**src/rtl/imm_sequencer_pkg.sv**
```systemverilog
// Shared widths, opcodes and the immediate-join helper for the LUI/LLI
// constant builder.
package imm_sequencer_pkg;

    localparam int DATASIZE = 16;
    localparam int IMMHI    = 9;
    localparam int IMMLO    = 7;
    localparam int ADDRSIZE = 3;
    localparam int WINDOW   = 4;
    localparam int AGEW     = $clog2(WINDOW + 1);
    localparam int ENTRYW   = ADDRSIZE + DATASIZE;

    typedef enum logic [1:0] {
        IMMOP_NOP = 2'b00,
        IMMOP_LUI = 2'b01,
        IMMOP_LLI = 2'b10,
        IMMOP_CLR = 2'b11
    } immop_e;

    function automatic logic [DATASIZE-1:0] join_imm(input logic [IMMHI-1:0] hi,
                                                     input logic [IMMLO-1:0] lo);
        return {hi, lo};
    endfunction

endpackage

```
**src/rtl/imm_sequencer_if.sv**
```systemverilog
// Decode-side command port, register-file snoop and writeback port of the
// immediate sequencer.
interface imm_sequencer_if;
    import imm_sequencer_pkg::*;

    // A transfer happens on a clock edge where valid and ready are both high;
    // the source holds its payload stable while valid is high and ready is low.
    logic                cmd_valid;
    logic                cmd_ready;
    logic [1:0]          cmd_op;
    logic [ADDRSIZE-1:0] cmd_rd;
    logic [IMMHI-1:0]    cmd_imm;

    logic                ext_wr_valid;
    logic [ADDRSIZE-1:0] ext_wr_addr;

    logic                wb_valid;
    logic                wb_ready;
    logic [ADDRSIZE-1:0] wb_addr;
    logic [DATASIZE-1:0] wb_data;

    logic                fuse_hit;
    logic                pend_valid;

    modport master (
        output cmd_valid, cmd_op, cmd_rd, cmd_imm, ext_wr_valid, ext_wr_addr, wb_ready,
        input  cmd_ready, wb_valid, wb_addr, wb_data, fuse_hit, pend_valid
    );

    modport slave (
        input  cmd_valid, cmd_op, cmd_rd, cmd_imm, ext_wr_valid, ext_wr_addr, wb_ready,
        output cmd_ready, wb_valid, wb_addr, wb_data, fuse_hit, pend_valid
    );

endinterface

```
**src/rtl/imm_wb_fifo.sv**
```systemverilog
// Two-entry in-order valid/ready FIFO; the head entry is a register so the
// output side has no combinational path from the input side.
module imm_wb_fifo #(
    parameter int W = 8
) (
    input  logic         clk,
    input  logic         rst,
    input  logic         in_valid,
    input  logic [W-1:0] in_data,
    output logic         out_valid,
    input  logic         out_ready,
    output logic [W-1:0] out_data,
    output logic [1:0]   count
);

    logic [W-1:0] head_q;
    logic [W-1:0] tail_q;
    logic [1:0]   cnt_q;
    logic         push;
    logic         pop;

    assign out_valid = (cnt_q != 2'd0);
    assign out_data  = head_q;
    assign count     = cnt_q;
    assign push      = in_valid & (cnt_q != 2'd2);
    assign pop       = out_valid & out_ready;

    always_ff @(posedge clk) begin
        if (rst) begin
            head_q <= '0;
            tail_q <= '0;
            cnt_q  <= 2'd0;
        end else begin
            case ({push, pop})
                2'b10: begin
                    if (cnt_q == 2'd0) head_q <= in_data;
                    else               tail_q <= in_data;
                    cnt_q <= cnt_q + 2'd1;
                end
                2'b01: begin
                    head_q <= tail_q;
                    cnt_q  <= cnt_q - 2'd1;
                end
                2'b11: begin
                    // Occupancy unchanged; with one entry the new word becomes the head.
                    if (cnt_q == 2'd1) begin
                        head_q <= in_data;
                    end else begin
                        head_q <= tail_q;
                        tail_q <= in_data;
                    end
                end
                default: ;
            endcase
        end
    end

endmodule

```
**src/rtl/imm_sequencer.sv**
```systemverilog
// Builds full-width constants from LUI/LLI pairs: tracks the pending upper
// half, fuses a matching LLI inside the age window, and queues writebacks.
module imm_sequencer
    import imm_sequencer_pkg::*;
(
    input  logic           clk,
    input  logic           rst,
    imm_sequencer_if.slave bus
);

    logic [1:0]          fifo_count;
    logic                cmd_ready;
    logic                accept;
    immop_e              op;
    logic                is_lui;
    logic                is_lli;
    logic                is_clr;
    logic                snoop;
    logic                fuse;
    logic                push;
    logic [DATASIZE-1:0] push_data;
    logic [IMMLO-1:0]    imm_lo;

    logic                pend_valid_q;
    logic [ADDRSIZE-1:0] pend_rd_q;
    logic [IMMHI-1:0]    pend_hi_q;
    logic [AGEW-1:0]     age_q;
    logic                fuse_hit_q;

    logic                fifo_valid;
    logic [ENTRYW-1:0]   fifo_data;

    // Uses the registered count only, so a same-cycle pop never frees a slot.
    assign cmd_ready = !rst && (fifo_count < 2'd2);
    assign accept    = bus.cmd_valid & cmd_ready;
    assign op        = immop_e'(bus.cmd_op);
    assign imm_lo    = bus.cmd_imm[IMMLO-1:0];

    assign is_lui = accept && (op == IMMOP_LUI);
    assign is_lli = accept && (op == IMMOP_LLI);
    assign is_clr = accept && (op == IMMOP_CLR);

    // An external write to the pending register invalidates it and beats a same-cycle LLI.
    assign snoop = pend_valid_q & bus.ext_wr_valid & (bus.ext_wr_addr == pend_rd_q);
    assign fuse  = is_lli & pend_valid_q & (bus.cmd_rd == pend_rd_q) & !snoop;
    assign push  = is_lui | is_lli;

    always_comb begin
        push_data = join_imm('0, imm_lo);
        if (is_lui)    push_data = join_imm(bus.cmd_imm, '0);
        else if (fuse) push_data = join_imm(pend_hi_q, imm_lo);
    end

    always_ff @(posedge clk) begin
        if (rst) begin
            pend_valid_q <= 1'b0;
            pend_rd_q    <= '0;
            pend_hi_q    <= '0;
            age_q        <= '0;
            fuse_hit_q   <= 1'b0;
        end else begin
            fuse_hit_q <= fuse;
            if (is_lui) begin
                pend_valid_q <= 1'b1;
                pend_rd_q    <= bus.cmd_rd;
                pend_hi_q    <= bus.cmd_imm;
                age_q        <= AGEW'(1);
            end else if (snoop || fuse || is_clr) begin
                pend_valid_q <= 1'b0;
            end else if (pend_valid_q) begin
                if (age_q == AGEW'(WINDOW)) pend_valid_q <= 1'b0;
                else                        age_q        <= age_q + AGEW'(1);
            end
        end
    end

    imm_wb_fifo #(.W(ENTRYW)) u_fifo (
        .clk       (clk),
        .rst       (rst),
        .in_valid  (push),
        .in_data   ({bus.cmd_rd, push_data}),
        .out_valid (fifo_valid),
        .out_ready (bus.wb_ready),
        .out_data  (fifo_data),
        .count     (fifo_count)
    );

    assign bus.cmd_ready  = cmd_ready;
    assign bus.wb_valid   = fifo_valid;
    assign bus.wb_addr    = fifo_data[ENTRYW-1:DATASIZE];
    assign bus.wb_data    = fifo_data[DATASIZE-1:0];
    assign bus.fuse_hit   = fuse_hit_q;
    assign bus.pend_valid = pend_valid_q;

endmodule

```
**src/flat_wrapper.sv**
```systemverilog
// flat-port wrapper written by rule: the top's interface ports become plain ports
module imm_sequencer_flat import imm_sequencer_pkg::*;
  (clk, rst, bus_cmd_valid, bus_cmd_op, bus_cmd_rd, bus_cmd_imm, bus_ext_wr_valid, bus_ext_wr_addr, bus_wb_ready, bus_cmd_ready, bus_wb_valid, bus_wb_addr, bus_wb_data, bus_fuse_hit, bus_pend_valid);
  imm_sequencer_if bus_i ();
  input  logic clk;
  input  logic rst;
  input wire logic [$bits(bus_i.cmd_valid)-1:0] bus_cmd_valid;
  input wire logic [$bits(bus_i.cmd_op)-1:0] bus_cmd_op;
  input wire logic [$bits(bus_i.cmd_rd)-1:0] bus_cmd_rd;
  input wire logic [$bits(bus_i.cmd_imm)-1:0] bus_cmd_imm;
  input wire logic [$bits(bus_i.ext_wr_valid)-1:0] bus_ext_wr_valid;
  input wire logic [$bits(bus_i.ext_wr_addr)-1:0] bus_ext_wr_addr;
  input wire logic [$bits(bus_i.wb_ready)-1:0] bus_wb_ready;
  output wire logic [$bits(bus_i.cmd_ready)-1:0] bus_cmd_ready;
  output wire logic [$bits(bus_i.wb_valid)-1:0] bus_wb_valid;
  output wire logic [$bits(bus_i.wb_addr)-1:0] bus_wb_addr;
  output wire logic [$bits(bus_i.wb_data)-1:0] bus_wb_data;
  output wire logic [$bits(bus_i.fuse_hit)-1:0] bus_fuse_hit;
  output wire logic [$bits(bus_i.pend_valid)-1:0] bus_pend_valid;
  assign bus_i.cmd_valid = bus_cmd_valid;
  assign bus_i.cmd_op = bus_cmd_op;
  assign bus_i.cmd_rd = bus_cmd_rd;
  assign bus_i.cmd_imm = bus_cmd_imm;
  assign bus_i.ext_wr_valid = bus_ext_wr_valid;
  assign bus_i.ext_wr_addr = bus_ext_wr_addr;
  assign bus_i.wb_ready = bus_wb_ready;
  assign bus_cmd_ready = bus_i.cmd_ready;
  assign bus_wb_valid = bus_i.wb_valid;
  assign bus_wb_addr = bus_i.wb_addr;
  assign bus_wb_data = bus_i.wb_data;
  assign bus_fuse_hit = bus_i.fuse_hit;
  assign bus_pend_valid = bus_i.pend_valid;
  imm_sequencer u_core (.clk(clk), .rst(rst), .bus(bus_i));
endmodule
```
**config.mk**
```make
export PLATFORM = sky130hd
export DESIGN_NAME = imm_sequencer_flat
export DESIGN_NICKNAME = d
export VERILOG_FILES = /design/src/rtl/imm_sequencer_pkg.sv /design/src/rtl/imm_sequencer_if.sv /design/src/rtl/imm_wb_fifo.sv /design/src/rtl/imm_sequencer.sv /design/src/flat_wrapper.sv
export SDC_FILE = /design/constraint.sdc
export NUM_CORES = 1
export LEC_CHECK = 0
export ABC_AREA = 1
export ABC_CLOCK_PERIOD_IN_PS = 2800
export CORE_UTILIZATION = 25
export CTS_BUF_LIST = sky130_fd_sc_hd__clkbuf_4
export CTS_CLUSTER_SIZE = 25
export DETAILED_ROUTE_END_ITERATION = 8
export GPL_TIMING_DRIVEN = 0
export SETUP_SLACK_MARGIN = 0.05
export SLEW_MARGIN = 15
export SYNTH_ARGS = -nofsm -noshare
export SYNTH_HDL_FRONTEND = slang
export SYNTH_SLANG_ARGS = --single-unit
```
**constraint.sdc**
```tcl
create_clock -name clk -period 2.8 [get_ports clk]
set_input_delay 0.28 -clock clk [delete_from_list [all_inputs] [get_ports clk]]
set_output_delay 0.28 -clock clk [all_outputs]
set_load 0.005 [all_outputs]
```
# ---- After elaboration in Yosys (flattened, before gate mapping)
# Cells that the tools add are included.
# W data, S select, Z words.
dict set report totals {
  regBits 57
  latchBits 0
  ram_bits 0
  mem_bits_ro 0
  in_bits 22
  out_inout_bits 23
  elab_cells 76
  n_memories 0
}
dict set report classes {
  n_addsub 3
  mul 0
  div 0
  n_lt_le_gt_ge 1
  eq_ne 16
  shifts 0
  mux 17
  bitwise_logic 11
  n_reduce_logical 19
}
# cell n
set ops {}
lappend ops {{$mux W19} 4}
lappend ops {{$pmux W19 S3} 1}
lappend ops {{$pmux W19 S2} 1}
lappend ops {{$mux W16} 2}
lappend ops {{$reduce_and A3 Y1} 3}
lappend ops {{$and A1 B1 Y1} 8}
lappend ops {{$eq A2 B2 Y1 const B} 4}
lappend ops {{$mux W1} 8}
lappend ops {{$ne A2 B2 Y1 const B} 4}
lappend ops {{$reduce_bool A2 Y1} 4}
lappend ops {{$eq A2 B1 Y1 const B} 3}
lappend ops {{$eq A3 B3 Y1} 2}
lappend ops {{$logic_and A1 B1 Y1} 4}
lappend ops {{$ne A2 B1 Y1 const B} 2}
lappend ops {{$pmux W2 S2} 1}
lappend ops {{$add A3 B1 Y3 const B} 1}
lappend ops {{$eq A3 B3 Y1 const B} 1}
lappend ops {{$reduce_bool A3 Y1} 1}
lappend ops {{$add A2 B1 Y2 const B} 1}
lappend ops {{$logic_not A1 Y1} 2}
lappend ops {{$logic_not A2 Y1} 1}
lappend ops {{$logic_or A1 B1 Y1} 2}
lappend ops {{$lt A2 B2 Y1 const B} 1}
lappend ops {{$not A1 Y1} 2}
lappend ops {{other kinds (4)} 4}

# ---- Logic depth before layout (Yosys ltp)
# Gate-level depths: netlist of run 1.
dict set report depth {
  depth_word 11
  mapped_depth 17
  ltp_nobuf 16
}

# ---- By module
# From an unflattened synthesis of run 1, not the netlist that was laid out.
dict set report unflattened {
  cells_unflattened 562
  area_unflattened_um2 3514.6
}
# module n_inst cells_each area_each_um2 seq_area_each_um2
set by_module_without_submodules {}
lappend by_module_without_submodules {imm_wb_fifo 1 407 2504.9 800.8}
lappend by_module_without_submodules {imm_sequencer 1 155 1009.7 340.3}

# ---- Least setup slack after synthesis of run 1
# Ideal clock, no wire load.
dict set report synth_path {
  path_type {reg-to-reg}
  start {register u_core.u_fifo.cnt_q[1], in the netlist u_core.u_fifo.count[1]}
  end {register u_core.u_fifo.tail_q[3]}
  setup_time_ns 0.128
  arrival_ns 2.333
  required_time_ns 2.672
  path_slack_ns 0.338
  stages_incl_launch_ff 13
  path_buffers 3
  synth_period_minus_slack_ns 2.462
  cell_sequence {dfxtp_1 inv_1 ha_1 inv_1 nand2_2 buf_2 buf_2 ha_1 o211ai_1 inv_1 clkbuf_1 o21ai_0 a21oi_1}
}
dict set report synth_between {
  elab_cells_between_ends 22
  classes_between {order compare: 1; eq/ne: 6; mux: 4; bitwise: 4; reduce/logical: 7}
}
# item line_no
set synth_rtl {}
lappend synth_rtl {{start: declaration} imm_wb_fifo.sv:18} ;# logic [1:0] cnt_q;
lappend synth_rtl {{start signal: assignment} imm_wb_fifo.sv:38} ;# cnt_q <= cnt_q + 2'd1;
lappend synth_rtl {{start signal: assignment} imm_wb_fifo.sv:42} ;# cnt_q <= cnt_q - 2'd1;
lappend synth_rtl {{$reduce_bool A2 Y1 (*)} imm_wb_fifo.sv:22} ;# assign out_valid = (cnt_q != 2'd0);
lappend synth_rtl {{net bus_wb_valid} flat_wrapper.sv:15} ;# output wire logic [$bits(bus_i.wb_valid)-1:0] bus_wb_valid;
lappend synth_rtl {{$and A1 B1 Y1 (*)} imm_wb_fifo.sv:26} ;# assign pop = out_valid & out_ready;
lappend synth_rtl {{$eq A2 B2 Y1} imm_wb_fifo.sv:34} ;# case ({push, pop})
lappend synth_rtl {{$ne A2 B2 Y1 (no source line) or $reduce_bool A2 Y1 (tied branches)} -}
lappend synth_rtl {{$reduce_and A3 Y1 (no source line)} -}
lappend synth_rtl {{end signal: assignment} imm_wb_fifo.sv:37} ;# else tail_q <= in_data;
lappend synth_rtl {{end signal: assignment} imm_wb_fifo.sv:50} ;# tail_q <= in_data;
lappend synth_rtl {{end: declaration} imm_wb_fifo.sv:17} ;# logic [W-1:0] tail_q;
# Mark *: on every way through the listed nets, which the timed path passes. The rest lies on a longest branch. The select of a mux whose other input is x is not followed.
# A chain may end at the register's enable or synchronous reset.

# ---- Worst setup path in the final report of run 1
dict set report layout_path {
  start {register u_core.u_fifo.cnt_q[1], in the netlist u_core.u_fifo.count[1]}
  end {register u_core.u_fifo.tail_q[6]}
}
dict set report layout_between {
  elab_chain_cells 9
  elab_cells_between_ends 22
  classes_between {order compare: 1; eq/ne: 6; mux: 4; bitwise: 4; reduce/logical: 7}
}
# item line_no
set layout_rtl {}
lappend layout_rtl {{$lt A2 B2 Y1} imm_sequencer.sv:34} ;# assign cmd_ready = !rst && (fifo_count < 2'd2);
lappend layout_rtl {{$logic_and A1 B1 Y1} imm_sequencer.sv:34}
lappend layout_rtl {{$and A1 B1 Y1} imm_sequencer.sv:35} ;# assign accept = bus.cmd_valid & cmd_ready;
lappend layout_rtl {{$logic_and A1 B1 Y1, on equally long branches} {imm_sequencer.sv:39, imm_sequencer.sv:40}}
lappend layout_rtl {{$or A1 B1 Y1} imm_sequencer.sv:46} ;# assign push = is_lui | is_lli;
lappend layout_rtl {{$and A1 B1 Y1} imm_wb_fifo.sv:25} ;# assign push = in_valid & (cnt_q != 2'd2);
lappend layout_rtl {{$eq A2 B2 Y1} imm_wb_fifo.sv:34}
lappend layout_rtl {{$ne A2 B2 Y1 (no source line) or $reduce_bool A2 Y1 (tied branches)} -}
lappend layout_rtl {{$reduce_and A3 Y1 (no source line)} -}
# Several ways; a longest one is shown, not always the timed one. The select of a mux whose other input is x is not followed.

==> results of run 1 <==
metal layers:
metal,up-vias,wire length (um),GRT usage [%],part of all wire (%)
met1,1270,3572,15.95,46
li1,1436,-,-,-
met5,-,0,0,0
met2,63,3495,21.83,45
met3,14,470,3.321,6.1
met4,0,181,7.027,2.3
worst paths after layout:
check	slack [ps]	startpoint	end	cells past startpoint
worst min-delay path	190	rst	u_core.u_fifo.tail_q[7]	4
worst max-delay path	210	u_core.u_fifo.count[1]	u_core.u_fifo.tail_q[6]	14
worst max register to register	210	u_core.u_fifo.count[1]	u_core.u_fifo.tail_q[6]	14
worst min register to register	450	u_core.u_fifo.tail_q[17]	u_core.u_fifo.tail_q[17]	2
where the power goes:
part           total (uW)  switching (uW)  internal [uW]
logic                1010             531            480
clock network         486             308            179
registers            1040            79.2            965
sequential cells by signal, summed over array words and instances, names as in the netlist:
name,cells
u_core.bus.fuse_hit,1
u_core.bus.pend_valid,1
u_core.u_fifo.out_data,19
u_core.u_fifo.count,2
u_core.pend_rd_q,3
u_core.u_fifo.tail_q,19
u_core.pend_hi_q,9
u_core.age_q,3
logic make-up (layout without fill, tap and decap cells):
kind of cell,count (synthesis),count (layout),share of synthesized area [%]
compound gates,95,95,18.37
fa+ha+maj,8,8,3.347
flops,57,57,38.16
simple gates,170,170,26.40
buf+inv,92,153,13.43
xor+xnor,1,1,0.2929
layout make-up:
type | count | area, um2
fillers | 1244 | 7785
multi-input cells | 274 | 1448
flip-flops and latches | 57 | 1142
repair buffers | 46 | 452.9
inverters | 75 | 284.0
well taps | 143 | 178.9
plain buffers | 17 | 126.4
clock buffers | 10 | 75.07
clock inverters | 5 | 23.77
worst max-delay path, stage by stage, from the launching register on:
cell	delay (ps)
dfxtp_2	400
inv_1	90
ha_1	250
inv_1	100
nand2_2	100
clkbuf_4	220
clkbuf_4	210
ha_1	210
nand2_1	70
o211ai_1	80
buf_4	160
inv_1	110
buf_2	260
o21ai_0	120
a21oi_1	140
synth_stat cells (2+ instances only):
master     n
ha_1       8
nand3b_1   8
o21ai_0   17
buf_4      2
nand2_4    4
buf_2      4
a21boi_0   2
buf_6      4
nor2_1    42
nand2_1   92
a21oi_2    4
inv_1     71
nand3_4    2
clkbuf_1   6
a21oi_1   44
dfxtp_1   57
nand3_1   12
o21ai_1    7
nand2_2    6
inv_2      3
o21ai_2   10
o22ai_1    9
through the flow:
stage          hold slack, ps  utilization (%)  worst slack, ps  cell area (um2)
3_3_place_gp            432.4            31.26           -199.9             3600
3_5_place_dp            441.2            31.26           -217.2             3600
2_1_floorplan           424.0                -            338.4             2990
6_report                187.0            32.40            212.5             3731
5_1_grt                 177.5            32.40            75.09             3731
4_1_cts                 175.0            32.34            119.0             3725
timing repair:
item                                    4_1_cts  5_1_grt
endpoints found under the setup margin       19       14
resized for setup                             3        4
buffers inserted                              3        0
pin swaps                                     1        0
==> impl_metrics.json, run 1 <==
{
  "crit_fanout": 10,
  "p_total_uw": 2541,
  "drt_wl_total_mm": 7.720,
  "clkLatencyLatePin_ps": 410,
  "synth_area_leaders": "dfxtp_1 38%, nand2_1 12%, inv_1 8.9%, a21oi_1 7.4%, nor2_1 5.3%",
  "endpoint_kind": "flip-flop",
  "status": "complete, but fails checks",
  "min_path_type": "input port to flip-flop",
  "grt_pass1_vias": 2647,
  "clk_path_buf_depth": 2,
  "start_util_pct": 25.97,
  "root_buffer": "clkbuf_4",
  "drive_gt1_share_pct": 13.64,
  "io_buffers": 43,
  "fmaxAchievable_mhz": 386.5,
  "cap_violations": 0,
  "max_slew.worst_pin.slew_ps": 653.2,
  "fin_worst_skew_ps": 11.25,
  "synth_largest_area_cell": "dfxtp_1",
  "vias": 2783,
  "cts_made_buffers": 9,
  "cts_htree_levels": 3,
  "min_period_over_period_pct": 92.41,
  "violations": "design-rule violations",
  "required_ps": 3150,
  "die_h_um": 111.4,
  "mostFrequentLayoutCells": "92 x nand2_1, 71 x inv_1, 56 x dfxtp_1, 44 x a21oi_1, 43 x clkdlybuf4s50_1",
  "layout_commonest_cell": "nand2_1",
  "syn_nets": 453,
  "gp_congestion": 0.7784,
  "track_usage_pct": 13.26,
  "final_cells": 627,
  "synthesis.yosys.warnings": 0,
  "placementRows": 39,
  "ctsHoldBuffers": 0,
  "num_antenna_cells": 0,
  "slew_violations": 0,
  "setup_viol": 0,
  "drcViolationCount": 6,
  "cts.sinks": 57,
  "core_area_um2": 11520,
  "powerDensity_nw_per_um2": 681.0,
  "ios": 45,
  "crit_type": "flip-flop to flip-flop",
  "cts_tree": "built",
  "avgSynthCellArea_um2": 7.069,
  "grt_max_degree": 11,
  "yosysSeqAreaShare_pct": 38.16,
  "arrival_ps": 2930,
  "synth-main-ff-cell": "dfxtp_1",
  "die_x_um": 111.4,
  "rsz0062_at_grt": "false",
  "max-vdd-ir-drop_mv": 0.1537,
  "finalSetupTns_ps": 0,
  "antenna_found_initial": 0,
  "first_pass_iters": 6,
  "p_leak_uw": 0.001638,
  "dp.final_hpwl_mm": 5.614,
  "synth_edf_count": 0,
  "overflow": 0,
  "ant_nets": 0,
  "async_reset_ff_share_pct": 0,
  "post_drt_via_cell_ratio": 4.439,
  "area.growth.synth_to_final_pct": 24.77,
  "ys_ff_latch": 57,
  "grt_pass1_wl_mm": 12.79,
  "wl_per_cell_um": 12.31,
  "synthCells": 423,
  "drt-initial-drc-count": 179,
  "dp_cells": 609,
  "yosysUniqueCellTypes": 31,
  "yosysTopAreaCellShare_pct": 38.16,
  "syn_area_um2": 2990,
  "clk_pin_slew_ps": 100,
  "layout.nets": 510,
  "die-area_um2": 12400,
  "cp-start-kind": "flip-flop",
  "hold_violations": 0,
  "fin_crit_ps": 2588,
  "slew_headroom_pct": 56.46
}
Note: power is estimated with default switching activity, not from simulation.
==> inputs of run 2 (changes only) <==
ABC_CLOCK_PERIOD_IN_PS = 2300   (was 2800)
clock period = 2.3 ns   (was 2.8 ns; I/O delays follow)
==> run 2 against run 1 <==
  * The flow still finishes with violations (design-rule violations)
  * First-iteration DRC count is 1.7% higher
  * Register-to-register slack lost 30 ps
  * Maximum frequency is 22% higher
  * Clock skew is 3.2 ps higher
  * Cell area is 5.4% higher
  * Critical path depth rose by 1
  * Clock power is 95% higher
  * Setup slack worse by 32 ps
  * Die area did not move
  * Largest power group is now combinational cells
==> impl_metrics.json, run 2 (synthesized netlist as in run 1, its figures left out) <==
{
  "gp_congestion": 0.8010,
  "grt_pass1_vias": 2814,
  "slew_headroom_pct": 47.62,
  "start_util_pct": 25.97,
  "clk_pin_slew_ps": 110,
  "clkLatencyLatePin_ps": 400,
  "ctsHoldBuffers": 0,
  "p_leak_uw": 0.001709,
  "die-area_um2": 12400,
  "final_util_pct": 34.16,
  "slew_violations": 0,
  "drive_gt1_share_pct": 16.60,
  "drt_wl_total_mm": 7.804,
  "cts.sinks": 57,
  "p_total_uw": 3556,
  "clk_path_buf_depth": 2,
  "crit_fanout": 7,
  "wl_per_cell_um": 12.37,
  "num_antenna_cells": 0,
  "cts_made_buffers": 9,
  "arrival_ps": 2460,
  "track_usage_pct": 13.42,
  "cts_htree_levels": 3,
  "rsz0062_at_grt": "true",
  "first_pass_iters": 6,
  "io_buffers": 43,
  "area.growth.synth_to_final_pct": 31.55,
  "drcViolationCount": 10,
  "ios": 45,
  "max_slew.worst_pin.slew_ps": 785.7,
  "min_path_type": "input port to flip-flop",
  "antenna_found_initial": 0,
  "cap_violations": 0,
  "setup_viol": 0,
  "root_buffer": "clkbuf_4",
  "die_x_um": 111.4,
  "min_period_over_period_pct": 92.13,
  "cp-start-kind": "flip-flop",
  "endpoint_kind": "flip-flop",
  "crit_type": "flip-flop to flip-flop",
  "mostFrequentLayoutCells": "92 x nand2_1, 67 x inv_1, 56 x dfxtp_1, 43 x clkdlybuf4s50_1",
  "hold_violations": 0,
  "fin_crit_ps": 2119,
  "vias": 2806,
  "die_h_um": 111.4,
  "overflow": 0,
  "dp.final_hpwl_mm": 5.852,
  "layout_commonest_cell": "nand2_1",
  "grt_max_degree": 11,
  "post_drt_via_cell_ratio": 4.447,
  "fin_worst_skew_ps": 14.41,
  "required_ps": 2640,
  "layout.nets": 513,
  "grt_pass1_wl_mm": 13.20,
  "powerDensity_nw_per_um2": 904.0,
  "violations": "design-rule violations",
  "cts_tree": "built",
  "max-vdd-ir-drop_mv": 0.2988,
  "fmaxAchievable_mhz": 471.9,
  "core_area_um2": 11520,
  "placementRows": 39,
  "drt-initial-drc-count": 182,
  "num-fill-cells": 1222,
  "status": "complete, but fails checks",
  "ant_nets": 0
}
[run 2: layout make-up]
type	instances	area (um2)	area share (%)
Buffer	16	147.6	3.753
Clock buffer	10	75.07	1.908
Clock inverter	6	105.1	2.672
Inverter	75	286.5	7.284
Multi-Input combinational cell	274	1500	38.14
Sequential cell	57	1145	29.10
Tap cell	143	178.9	4.548
Timing Repair Buffer	50	495.5	12.60
[run 2: what timing repair did]
item / in CTS / in global routing
resized for setup: 13 / 12
buffers inserted: 3 / 3
pin swaps: 1 / 2
gates cloned: 1 / 0
endpoints found under the setup margin: 30 / 31
[run 2: critical path: stages, from the launching register on]
cell and delay (ps):
dfxtp_4 390, nor2_8 120, nand2_4 50, inv_4 70, nand2_4 90, nand2_4 100
nand2_1 70, inv_1 90, ha_1 190, inv_1 60, nor2_2 130, o21ai_4 110
buf_12 150, o22ai_1 220, nand2_2 90, a21oi_2 130
[run 2: per-stage QoR]
step | cells | hold slack (ps) | area [um2] | TNS (ps) | setup slack [ps]
4_1_cts | 629 | 143.5 | 3879 | 0 | 70.80
2_1_floorplan | 423 | 393.8 | 3012 | 0 | 55.36
6_report | 631 | 161.5 | 3934 | 0 | 180.9
5_1_grt | 631 | 166.0 | 3934 | 0 | 4.604
3_3_place_gp | 609 | 435.5 | 3621 | -10130 | -429.7
3_5_place_dp | 609 | 446.2 | 3621 | -12000 | -468.4
[run 2: final timing paths]
| kind | end | from | slack, ps | cells after the start |
|---|---|---|---|---|
| max | u_core.u_fifo.out_data[6] | u_core.u_fifo.count[1] | 180 | 15 |
| min | u_core.u_fifo.tail_q[9] | rst | 160 | 4 |
| max reg2reg | u_core.u_fifo.out_data[6] | u_core.u_fifo.count[1] | 180 | 15 |
| min reg2reg | u_core.u_fifo.tail_q[17] | u_core.u_fifo.tail_q[17] | 470 | 2 |
[run 2: metal layers]
layer  up-vias  routed length (um)  track usage, %
met5         -                   0               0
met1      1286                3615           16.16
li1       1454                   -               -
met3         9                 369           2.940
met4         0                 105           6.036
met2        57                3713           22.88
[run 2: where the power goes]
part	internal, uW	switching, uW
Sequential	1180	104
Clock	559	389
Combinational	653	674
